## src/rtl/cgol_pkg.sv

```systemverilog
// Shared types for the LED-matrix display path: frame geometry, row/frame storage, scan states.
package cgol_pkg;
  localparam int unsigned ROWS = 8;
  localparam int unsigned COLS = 8;

  typedef logic [COLS-1:0] row_t;
  typedef row_t frame_t [ROWS];

  typedef enum logic {
    SCAN  = 1'b0,
    BLANK = 1'b1
  } scan_state_e;
endpackage

```

## src/rtl/disp_scanner_frame_buf.sv

```systemverilog
// Two-bank frame store: writes land in the back bank, reads come from the front bank.
// The read port looks through a same-cycle swap so registered consumers see the new front.
import cgol_pkg::*;

module frame_buf (
  input  logic       clk,
  input  logic       clear,
  input  logic       swap,
  input  logic       wr_en,
  input  logic [2:0] wr_row,
  input  row_t       wr_data,
  input  logic [2:0] rd_row,
  output row_t       rd_data_c
);
  frame_t banks [2];
  logic   front;

  always_ff @(posedge clk) begin
    if (clear) begin
      front <= 1'b0;
      for (int b = 0; b < 2; b++) begin
        for (int r = 0; r < int'(ROWS); r++) begin
          banks[b][r] <= '0;
        end
      end
    end else begin
      if (swap) front <= ~front;
      if (wr_en) banks[~front][wr_row] <= wr_data;
    end
  end

  assign rd_data_c = banks[front ^ swap][rd_row];
endmodule

```

## src/rtl/disp_scanner.sv

```systemverilog
// Double-buffered 8x8 frame store and row-scan sequencer for the LED matrix.
// Define DISP_SCANNER_BLANK_EN to insert BLANK_CYC blanking cycles after every row.
import cgol_pkg::*;

module disp_scanner #(
  parameter int unsigned DWELL     = 1024,
  parameter int unsigned BLANK_CYC = 16
) (
  input  logic       ph1,
  input  logic       reset_n,
  input  logic       wr_valid,
  output logic       wr_ready,
  input  logic [2:0] wr_row,
  input  logic [7:0] wr_data,
  input  logic       wr_last,
  output logic [5:0] addr,
  output logic [7:0] bit_out,
  output logic       frame_start
);
  localparam int unsigned DW = $clog2(DWELL);

  scan_state_e   state;
  logic [DW-1:0] dwell;
  logic [2:0]    row;
  logic          swap_pending;

  logic       accept, end_dwell, boundary, swap, sp_nx;
  logic [2:0] row_nx, rd_row;
  row_t       rd_data;

  assign accept    = wr_valid & wr_ready;
  assign end_dwell = (state == SCAN) && (dwell == DW'(DWELL - 1));
  assign boundary  = end_dwell && (row == 3'd7);
  assign swap      = boundary && swap_pending;
  assign row_nx    = row + 3'd1;
  // Read the row that will be on display after this edge.
  assign rd_row    = end_dwell ? row_nx : row;
  // Swap wins over a new wr_last; wr_ready is low whenever swap_pending is set.
  assign sp_nx     = swap ? 1'b0 : (swap_pending | (accept & wr_last));

  frame_buf u_frame_buf (
    .clk       (ph1),
    .clear     (~reset_n),
    .swap      (swap),
    .wr_en     (accept),
    .wr_row    (wr_row),
    .wr_data   (wr_data),
    .rd_row    (rd_row),
    .rd_data_c (rd_data)
  );

`ifdef DISP_SCANNER_BLANK_EN
  localparam int unsigned BW = (BLANK_CYC > 1) ? $clog2(BLANK_CYC) : 1;
  logic [BW-1:0] blank_cnt;
`endif

  always_ff @(posedge ph1) begin
    if (!reset_n) begin
      state        <= SCAN;
      dwell        <= '0;
      row          <= '0;
      swap_pending <= 1'b0;
      wr_ready     <= 1'b0;
      addr         <= '0;
      bit_out      <= '0;
      frame_start  <= 1'b0;
`ifdef DISP_SCANNER_BLANK_EN
      blank_cnt    <= '0;
`endif
    end else begin
      frame_start  <= 1'b0;
      swap_pending <= sp_nx;
      wr_ready     <= ~sp_nx;
      case (state)
        SCAN: begin
          if (end_dwell) begin
            dwell <= '0;
            row   <= row_nx;
            addr  <= {row_nx, 3'b000};
`ifdef DISP_SCANNER_BLANK_EN
            state     <= BLANK;
            blank_cnt <= '0;
            bit_out   <= '0;
`else
            bit_out     <= rd_data;
            frame_start <= boundary;
`endif
          end else begin
            dwell   <= dwell + DW'(1);
            bit_out <= rd_data;
          end
        end
`ifdef DISP_SCANNER_BLANK_EN
        BLANK: begin
          if (blank_cnt == BW'(BLANK_CYC - 1)) begin
            state       <= SCAN;
            bit_out     <= rd_data;
            frame_start <= (row == 3'd0);
          end else begin
            blank_cnt <= blank_cnt + BW'(1);
          end
        end
`endif
        default: state <= SCAN;
      endcase
    end
  end
endmodule
```

## config.mk

```make
export PLATFORM = sky130hd
export DESIGN_NAME = disp_scanner
export DESIGN_NICKNAME = d
export VERILOG_FILES = /design/src/rtl/cgol_pkg.sv /design/src/rtl/disp_scanner_frame_buf.sv /design/src/rtl/disp_scanner.sv
export SDC_FILE = /design/constraint.sdc
export NUM_CORES = 1
export LEC_CHECK = 0
export ABC_AREA = 1
export CORE_ASPECT_RATIO = 1.2
export CORE_MARGIN = 2
export CORE_UTILIZATION = 25
export CTS_CLUSTER_DIAMETER = 30
export CTS_CLUSTER_SIZE = 25
export DETAILED_ROUTE_END_ITERATION = 8
export PLACE_DENSITY = 0.37
export REMOVE_ABC_BUFFERS = 1
export SLEW_MARGIN = 10
export SYNTH_ARGS = -nofsm -noshare
export SYNTH_HDL_FRONTEND = slang
export SYNTH_SLANG_ARGS = --single-unit
```

## constraint.sdc

```tcl
create_clock -name ph1 -period 2.3 [get_ports ph1]
set_clock_uncertainty 0.05 [all_clocks]
set_input_delay 0.46 -clock ph1 [delete_from_list [all_inputs] [get_ports ph1]]
set_output_delay 0.46 -clock ph1 [all_outputs]
set_load 0.01 [all_outputs]
```

==> metrics.csv, run 1 <==
stage,metric,value,unit
status,outcome,"complete, no violations",
clocking,CTS hold repair buffers,0,
run,number of max-cap violations,0,
synthesis,Synth warnings,0,
floorplanning,Initial Utilization,0.254,
placement,DP Area,8540,um2
power,Max rail drop VDD,493,uV
route,Vias/cell,4.23,
sta,Max Fclk,0.446,GHz
worst_setup_path,startpoint types,register,
worst_setup_path,Setup CP Type,register to register,
power,Clk pwr share,0.430,
placement,number of buffers inserted by port buffering,27,
route,DRT antenna net count,0,
sta,RSZ-0062 raised after global routing,yes,
synthesis,Syn Area/Cell,9.19,um2
power,Combinational Power Share,0.056,
clocking,Root Driver,clkbuf_16,
synthesis,ranking of synthesized cells by area,"edfxtp_1 (54%), nand3_1 (9.1%), dfxtp_1 (7.9%)",
route,DRT Pass-1 Iters,5,
power,internal power,4790,uW
synthesis,Post-Synthesis Cells,775,
grt,largest net degree at the start of global routing,29,
floorplanning,Die Ht,189,um
finish,Post-Layout Cell Count,1269,
finish,post-route design area,9370,um2
placement,RePlAce Congestion,0.801,
floorplanning,Core Area,28000,um2
clocking,total CTS buffers,17,
route,final wirelength,21800,um
finish,area delta synth->final,31.5,%
sta,Slew Limit Headroom,0.521,
worst_setup_path,"Data arrival, critical path",2.55,ns
route,drt first-iter violations,300,
sta,Min Hold Slack,0.418,ns
floorplanning,Die ar.,29900,um2
sta,Final Setup Violations,0,
route,Residual DRC,0,
sta,period utilization,0.975,
power,sequential share of power,0.514,
finish,most frequent cells in the layout,"nand2_1 (144), inv_1 (134), edfxtp_1 (128)",
sta,Worst Tran Pin Value,0.716,ns
sta,Final Worst Setup Slack,0.0577,ns
worst_hold_path,worst min path class,register to register,
floorplanning,Die W,158,um
synthesis,count of cell types in the netlist,31,
synthesis,share of the synthesized area in the top cell type,0.540,
synthesis,Mapped Area,7120,um2
clocking,H-tree depth,4,
finish,n_diodes,0,
power,Power per Cell Area,664,nW/um2
sta,final period demand of the worst path,2.24,ns
clocking,clk buf depth,2,
grt,initial antenna violation count,0,
sta,Final Hold Violating Endpoints,0,
finish,Layout Utilization,0.335,
placement,hpwl dp,16300,um
clocking,sinks on the clock net,156,
grt,Total GRT Usage,0.154,
finish,layout cells sized above 1,0.182,
grt,number of global-route vias before repair,5507,
worst_setup_path,kind of end point of the critical path,register,
route,DR WL/cell,17.2,um
synthesis,"FF+latch count, synth",156,
clocking,CTS tree,done,
clocking,later-pin clock latency in the skew report,0.43,ns
placement,post-place setup slack,-0.191,ns
route,Via Count,5368,
synthesis,post-synth top area cell,edfxtp_1,
finish,"commonest non-fill, non-tap cell in the layout",nand2_1,
grt,global route overflow,0,
grt,first-pass GRT wire length,33200,um
floorplanning,Boundary Pins,31,
worst_setup_path,Crit path required time,2.61,ns
placement,placed cell count,1230,
finish,nets@finish,895,
synthesis,sequential element share of the synthesized area,0.618,
power,NetSw,1430,uW
worst_setup_path,CP Max Fanout,7,
clocking,clock slew at reported path FFs,0.06,ns
sta,Max Slew Vio Count,0,
power,leakage,0.00385,uW
floorplanning,Row Count,67,
power,switch share,0.230,
[registers in the layout (all words and copies together), names as in the netlist]
signal,cells
u_frame_buf.banks,128
dwell,10
bit_out,8
addr,3
row,3
frame_start,1
swap_pending,1
u_frame_buf.front,1
wr_ready,1
[layer usage]
layer | GRT usage | share of wire | vias up
met3 | 0.0309 | 0.032 | 37
met4 | 0.0669 | 0.037 | 0
li1 | - | - | 2692
met1 | 0.175 | 0.39 | 2541
met5 | 0 | 0 | -
met2 | 0.279 | 0.54 | 98
[critical path: stages (launching register included)]
cell and delay [ns]:
dfxtp_2 0.36, ha_4 0.15, nand2_4 0.05, nor2_4 0.16
nand2_2 0.09, nor2_4 0.15, nand3_4 0.10, nand2_4 0.13
nand2_8 0.08, buf_12 0.16, buf_4 0.16, nand2_1 0.06
nand3_1 0.07, nand3_1 0.11, nand3_1 0.10, a21oi_2 0.15
[path summary, 6_finish.rpt]
path                                from  slack [ns]    endpoint  cells after the start
worst max-delay path            dwell[1]        0.06  bit_out[2]                     15
worst min-delay path             addr[4]        0.42     addr[4]                      2
worst max register to register  dwell[1]        0.06  bit_out[2]                     15
worst min register to register   addr[4]        0.42     addr[4]                      2
[stage by stage]
step                      total power, uW  setup TNS (ns)
final                                6220               0
after global routing                 6420          -0.303
after CTS                            6280        -0.00586
after detailed placement             3600          -13.03
after global placement               3600          -14.13
after floorplan                      3390          -19.31
[cell families after synthesis]
family          count (synthesis)  synth area share
compound gates                 28            0.0230
xor+xnor                        1           0.00123
fa+ha+maj                       3           0.00527
buf+inv                       169            0.0973
flops                         156             0.618
other cells                     1          0.000526
simple gates                  417             0.254
[Yosys cell counts]
library cell and count:
nand2_1 149, inv_1 134, nand3_1 130, edfxtp_1 128, nor2_1 113, dfxtp_1 28
a21oi_1 15, buf_2 14, clkbuf_1 9, o211ai_1 7, nand2_2 6, nor3_1 6
buf_6 4, nor3b_1 4, o21ai_0 4, buf_4 3, ha_1 3, buf_1 2
clkinv_1 2, nor2_2 2, nor2_4 2, a31o_2 1, and3_1 1, conb_1 1
inv_2 1, nand3_2 1, nand3_4 1, nor4_1 1, o21bai_1 1, or2_1 1
xor2_1 1
[layout make-up]
class	instances	area [um2]
clock buffers	17	425
clock inverters	15	128
fillers	2950	18600
inverters	137	518
multi-input cells	452	2210
flip-flops and latches	156	4410
well taps	379	474
repair buffers	113	1210
[power by group through the flow]
stage               sequential (uW)  clock, uW  combinational (uW)
finish                         3200       2680                 345
global route                   3210       2830                 387
CTS                            3200       2740                 346
detailed placement             3260          0                 344
global placement               3260          0                 345
floorplan                      3250          0                 143
[timing repair]
action	CTS	global route
pin swaps	0	10
endpoints found under the setup margin	7	8
cloned	0	2
resized for setup	3	39
buffers inserted	0	5
Power figures use the tool's default switching activity.
==> inputs of run 2 (changes only) <==
- SLEW_MARGIN: 10 -> 20
==> results of run 2 <==
The final DEF is identical to that of run 1; final timing and power are the same.
==> inputs of run 3 (changes only) <==
- ABC_CLOCK_PERIOD_IN_PS: not set -> 2300
==> results of run 3 <==
The final DEF is identical to that of run 1; final timing and power are the same.
==> patch 1 (config.mk and constraints of run 2) <==
Set the package constant `ROWS` to 16 (it was 8).
--- a/src/rtl/cgol_pkg.sv
+++ b/src/rtl/cgol_pkg.sv
@@ -1,6 +1,6 @@
 // Shared types for the LED-matrix display path: frame geometry, row/frame storage, scan states.
 package cgol_pkg;
-  localparam int unsigned ROWS = 8;
+  localparam int unsigned ROWS = 16;
   localparam int unsigned COLS = 8;
 
   typedef logic [COLS-1:0] row_t;
Formal check against the unedited RTL: same outputs for any inputs over 4 cycles, from zero or initial values and one cycle with reset_n low; that may be too few to reach the edited logic, so the function may still have changed.
==> patch 1 against run 2 <==
  * Worst setup slack improved by 0.067 ns
  * Sequential share of layout area increased by 0.69 points
  * Count of clock-buffer cells in the layout unchanged
  * Power increased by 3.5%
  * Highest routed layer unchanged
  * Design area decreased by 1.4%
  * Synthesized cell count decreased by 3.7%
  * Critical path type unchanged
  * Area after synthesis decreased by 0.26%
  * Sequential power about the same
  * Routed wire length decreased by 1.8%
  * Sequential cell count unchanged
  * Hold slack got worse by 0.031 ns
  * Global-route usage decreased by 1.1 points
==> patch 1: results (changes against run 2) <==
Placement
  – DP HPWL: 15100 microns (was 16300 microns)
  – Global placer's final weighted congestion: 0.790 (was 0.801)
  – Pre-CTS WS: -0.406 ns (was -0.191 ns)
  – DP Cell Count: 1199 (was 1230)
  – Placed Area: 8340 sq um (was 8540 sq um)

Finish
  – Clock-cell share: 6.51% (was 5.90%)
  – Sequential cells: 156 (unchanged)
  – Inverters: 122 (was 137)
  – Non-clock buffering overhead: 12.7% (was 12.9%)
  – Final core utilization: 33.1% (was 33.5%)
  – Fin nets: 872 (was 895)
  – Multi-input logic area: 2120 sq um (was 2210 sq um)
  – Buffers excl. clock: 115 (was 113)
  – Multi-input combinational cell count: 442 (was 452)
  – Fraction of area in registers: 47.7% (was 47.0%)

Routing
  – Routed wire per std cell: 17.2 microns (about the same)
  – Vias: 5385 (was 5368)
  – TritonRoute pass-1 iters: 5 (unchanged)
  – DRT iter0 DRCs: 263 (was 300)

Pwr
  – Leakage power: 3.81 nW (was 3.85 nW)
  – VDD IR max: 0.000303 V (was 0.000493 V)
  – P_sw: 0.00150 W (was 0.00143 W)

Setup path
  – CP arrival: 2.44 ns (was 2.55 ns)
  – Setup slack, reg-to-reg: 0.12 ns (was 0.06 ns)
  – Max stage delay on crit path: 0.35 ns
  – Reg2reg end: bit_out[6] (was bit_out[2])
  – R2R cell count: 13 (was 15)

Min path
  – Hold Path Origin: dwell[0] (was addr[4])
  – Min-Delay Path Depth: 1 (was 2)
  – Hold EP: dwell[0] (was addr[4])

Global routing
  – First-pass GRT wire length: 31100 microns (was 33200 microns)
  – Initial antenna violation count: 0 (unchanged)
  – Gr usage total: 14.4% (was 15.4%)
  – Pin count of the biggest net entering global routing: 42 (was 29)

Synthesis
  – Syn Inst Count: 746 (was 775)
  – Register area share after synthesis: 62.0% (was 61.8%)
  – Top cells by count, synth: nand2_1, edfxtp_1, inv_1 (was nand2_1, inv_1, nand3_1)
  – Post-Synth XOR/XNOR Area: 0.370% (was 0.123%)
  – Synth area leaders: edfxtp_1, nand3_1, nand2_1 (was edfxtp_1, nand3_1, dfxtp_1)
  – Post-synthesis compound-gate area fraction: 3.08% (was 2.30%)
  – Synth Area in Adders: 0.528% (was 0.527%)

Clock network
  – Reg clk slew, reported paths: around 0.070 ns

Outcome
  – Outcome: finished, final reports clean (unchanged)

STA
  – Crit share post-route: 94.6% (was 97.5%)
  – Worst hold slack: 0.386 ns (was 0.418 ns)
  – Worst slew pin tran: 0.552 ns (was 0.716 ns)

Die
  – Core area: 27900 sq um (was 28000 sq um)
==> patch 1: timing repair <==
| action | 4_1_cts | 5_1_grt |
|---|---|---|
| buffers inserted | 3 | 6 |
| setup endpoints to repair | 1 | 36 |
| gates resized for setup | 5 | 15 |
| endpoints found under the hold margin | 0 | 0 |
| pin swaps | 4 | 14 |
| cloned | 1 | 5 |
==> patch 1: power by group through the flow <==
stage	Combinational [W]	Sequential [W]	Clock, W
after floorplan	0.000140	0.00325	0
after global placement	0.000329	0.00326	0
after detailed placement	0.000333	0.00326	0
after CTS	0.000335	0.00319	0.00297
after global routing	0.000371	0.00321	0.00306
final	0.000334	0.00320	0.00290
==> patch 1: metal layers <==
layer / vias to the layer above / wire length [microns] / track usage (%)
met3: 32 / 765 / 2.87
met1: 2574 / 9650 / 18.4
met5: - / 0 / 0
met2: 136 / 10300 / 23.5
met4: 0 / 665 / 6.08
li1: 2643 / - / -
==> patch 2 (settings of run 2) <==
Without the edit above. Reset style: asynchronous (`reset_n`), changed in one clocked block.
--- a/src/rtl/disp_scanner.sv
+++ b/src/rtl/disp_scanner.sv
@@ -54,7 +54,7 @@
   logic [BW-1:0] blank_cnt;
 `endif
 
-  always_ff @(posedge ph1) begin
+  always_ff @(posedge ph1 or negedge reset_n) begin
     if (!reset_n) begin
       state        <= SCAN;
       dwell        <= '0;
Behaviour: differs if reset_n is asserted again (counterexample within 4 cycles, from zero or initial values and one cycle with reset_n low); with reset_n held inactive, the same outputs for 10 cycles.
==> patch 2 against run 2 <==
  * Cell count is 0.47% higher
  * Power up 2.5%
  * Core utilization is 0.21 points higher
  * Sequential share of layout area about the same
  * Design area increased by 3.1%
  * Critical path type unchanged
  * Routed wire length grew 12%
  * Highest routed layer unchanged
  * Area after synthesis rose by 2.1%
  * Sequential cell count unchanged
  * First-iteration DRC count rose by 41%
  * Worst setup slack improved by 0.055 ns
==> patch 2: results (changes against run 2) <==
Pwr
  – VDD IR max: 0.000458 V (was 0.000493 V)
  – Leakage power: 4.16 nW (was 3.85 nW)

Placement
  – Global placer's final weighted congestion: 0.770 (was 0.801)
  – Pre-CTS WS: -0.103 ns (was -0.191 ns)
  – DP Cell Count: 1233 (was 1230)
  – DP HPWL: 17300 microns (was 16300 microns)

Synthesis
  – Synth area leaders: edfxtp_1, nand3_1, dfrtp_1 (was edfxtp_1, nand3_1, dfxtp_1)
  – Synthesized area per cell: 9.48 sq um (was 9.19 sq um)
  – Top cells by count, synth: nand3_1, inv_1, nand2_1 (was nand2_1, inv_1, nand3_1)
  – Register area share after synthesis: 62.4% (was 61.8%)

Finish
  – Multi-input logic area: 2200 sq um (was 2210 sq um)
  – Fraction of area in registers: 47.0% (about the same)
  – Reg area: 4540 sq um (was 4410 sq um)
  – Fill cells: 2988 (was 2950)
  – Buffers excl. clock: 120 (was 113)
  – Layout clock buffers: 18 (was 17)
  – Non-clock buffering overhead: 13.5% (was 12.9%)
  – Sequential cells: 156 (unchanged)
  – Multi-input combinational cell count: 429 (was 452)
  – Inverters: 153 (was 137)

Global routing
  – First-pass GRT wire length: 35800 microns (was 33200 microns)
  – Vias in the first global route: 5636 (was 5507)
  – Pin count of the biggest net entering global routing: 43 (was 29)
  – Gr usage total: 16.3% (was 15.4%)

Outcome
  – Outcome: finished, final reports clean (unchanged)

Routing
  – Vias per cell: 4.38 (was 4.23)
  – Routed wire per std cell: 19.1 microns (was 17.2 microns)
  – DRT iter0 DRCs: 424 (was 300)
  – Wirelength, routed: 24300 microns (was 21800 microns)

STA
  – Rel. slew slack: 60.4% (was 52.1%)

Min path
  – Hold Crit Class: input port to asynchronous set/reset pin (was register to register)

Setup path
  – CP arrival: 2.50 ns (was 2.55 ns)
==> patch 2: cell types whose count changed after synthesis, sizes merged, moves of 3 or more <==
cell and change:
nor2 -34, nand3 +31, dfrtp +27, dfxtp -27, inv +17, a21oi -9
nand2 -8, o211ai -7, nand4 +5, nor3b -4, buf -3
==> patch 2: cells by family after synthesis <==
kind of cell | Yosys count | synth area share, %
and+or+nand+nor | 407 | 25.3
xor gates and xnor gates | 4 | 0.482
adders and majority gates | 3 | 0.516
DFF | 156 | 62.4
other | 1 | 0.0516
AOI/OAI and AO/OA | 12 | 1.02
buffers and inverters | 184 | 10.2
==> patch 2: power breakdown <==
part / switching [W] / internal [W] / total [W]
sequential: 0.0000354 / 0.00317 / 0.00320
combinational: 0.000239 / 0.000148 / 0.000386
clock: 0.00126 / 0.00152 / 0.00278
total: 0.00154 / 0.00484 / 0.00637
==> patch 2: path summary, 6_finish.rpt <==
kind	from	end	slack, ns	cells past startpoint
worst max-delay path	dwell[0]	bit_out[3]	0.11	15
worst min-delay path	reset_n	dwell[3]	0.09	2
worst max register to register	dwell[0]	bit_out[3]	0.11	15
worst min register to register	addr[5]	addr[5]	0.43	2
max in group asynchronous	reset_n	bit_out[7]	1.71	2
min in group ph1	reset_n	u_frame_buf.front	0.35	3
==> patch 2: metal layers <==
| layer | part of all wire (%) | vias to the layer above | track usage (%) |
|---|---|---|---|
| met5 | 0 | - | 0 |
| met4 | 3.0 | 0 | 6.50 |
| met3 | 2.9 | 31 | 2.24 |
| met2 | 53 | 114 | 30.5 |
| met1 | 41 | 2739 | 18.6 |
| li1 | - | 2704 | - |
==> patch 2: what timing repair did <==
item	in CTS	in global routing
setup buffers	2	5
gates resized for setup	2	40
pin swaps	2	18
endpoints found under the setup margin	1	8
cloned	0	3
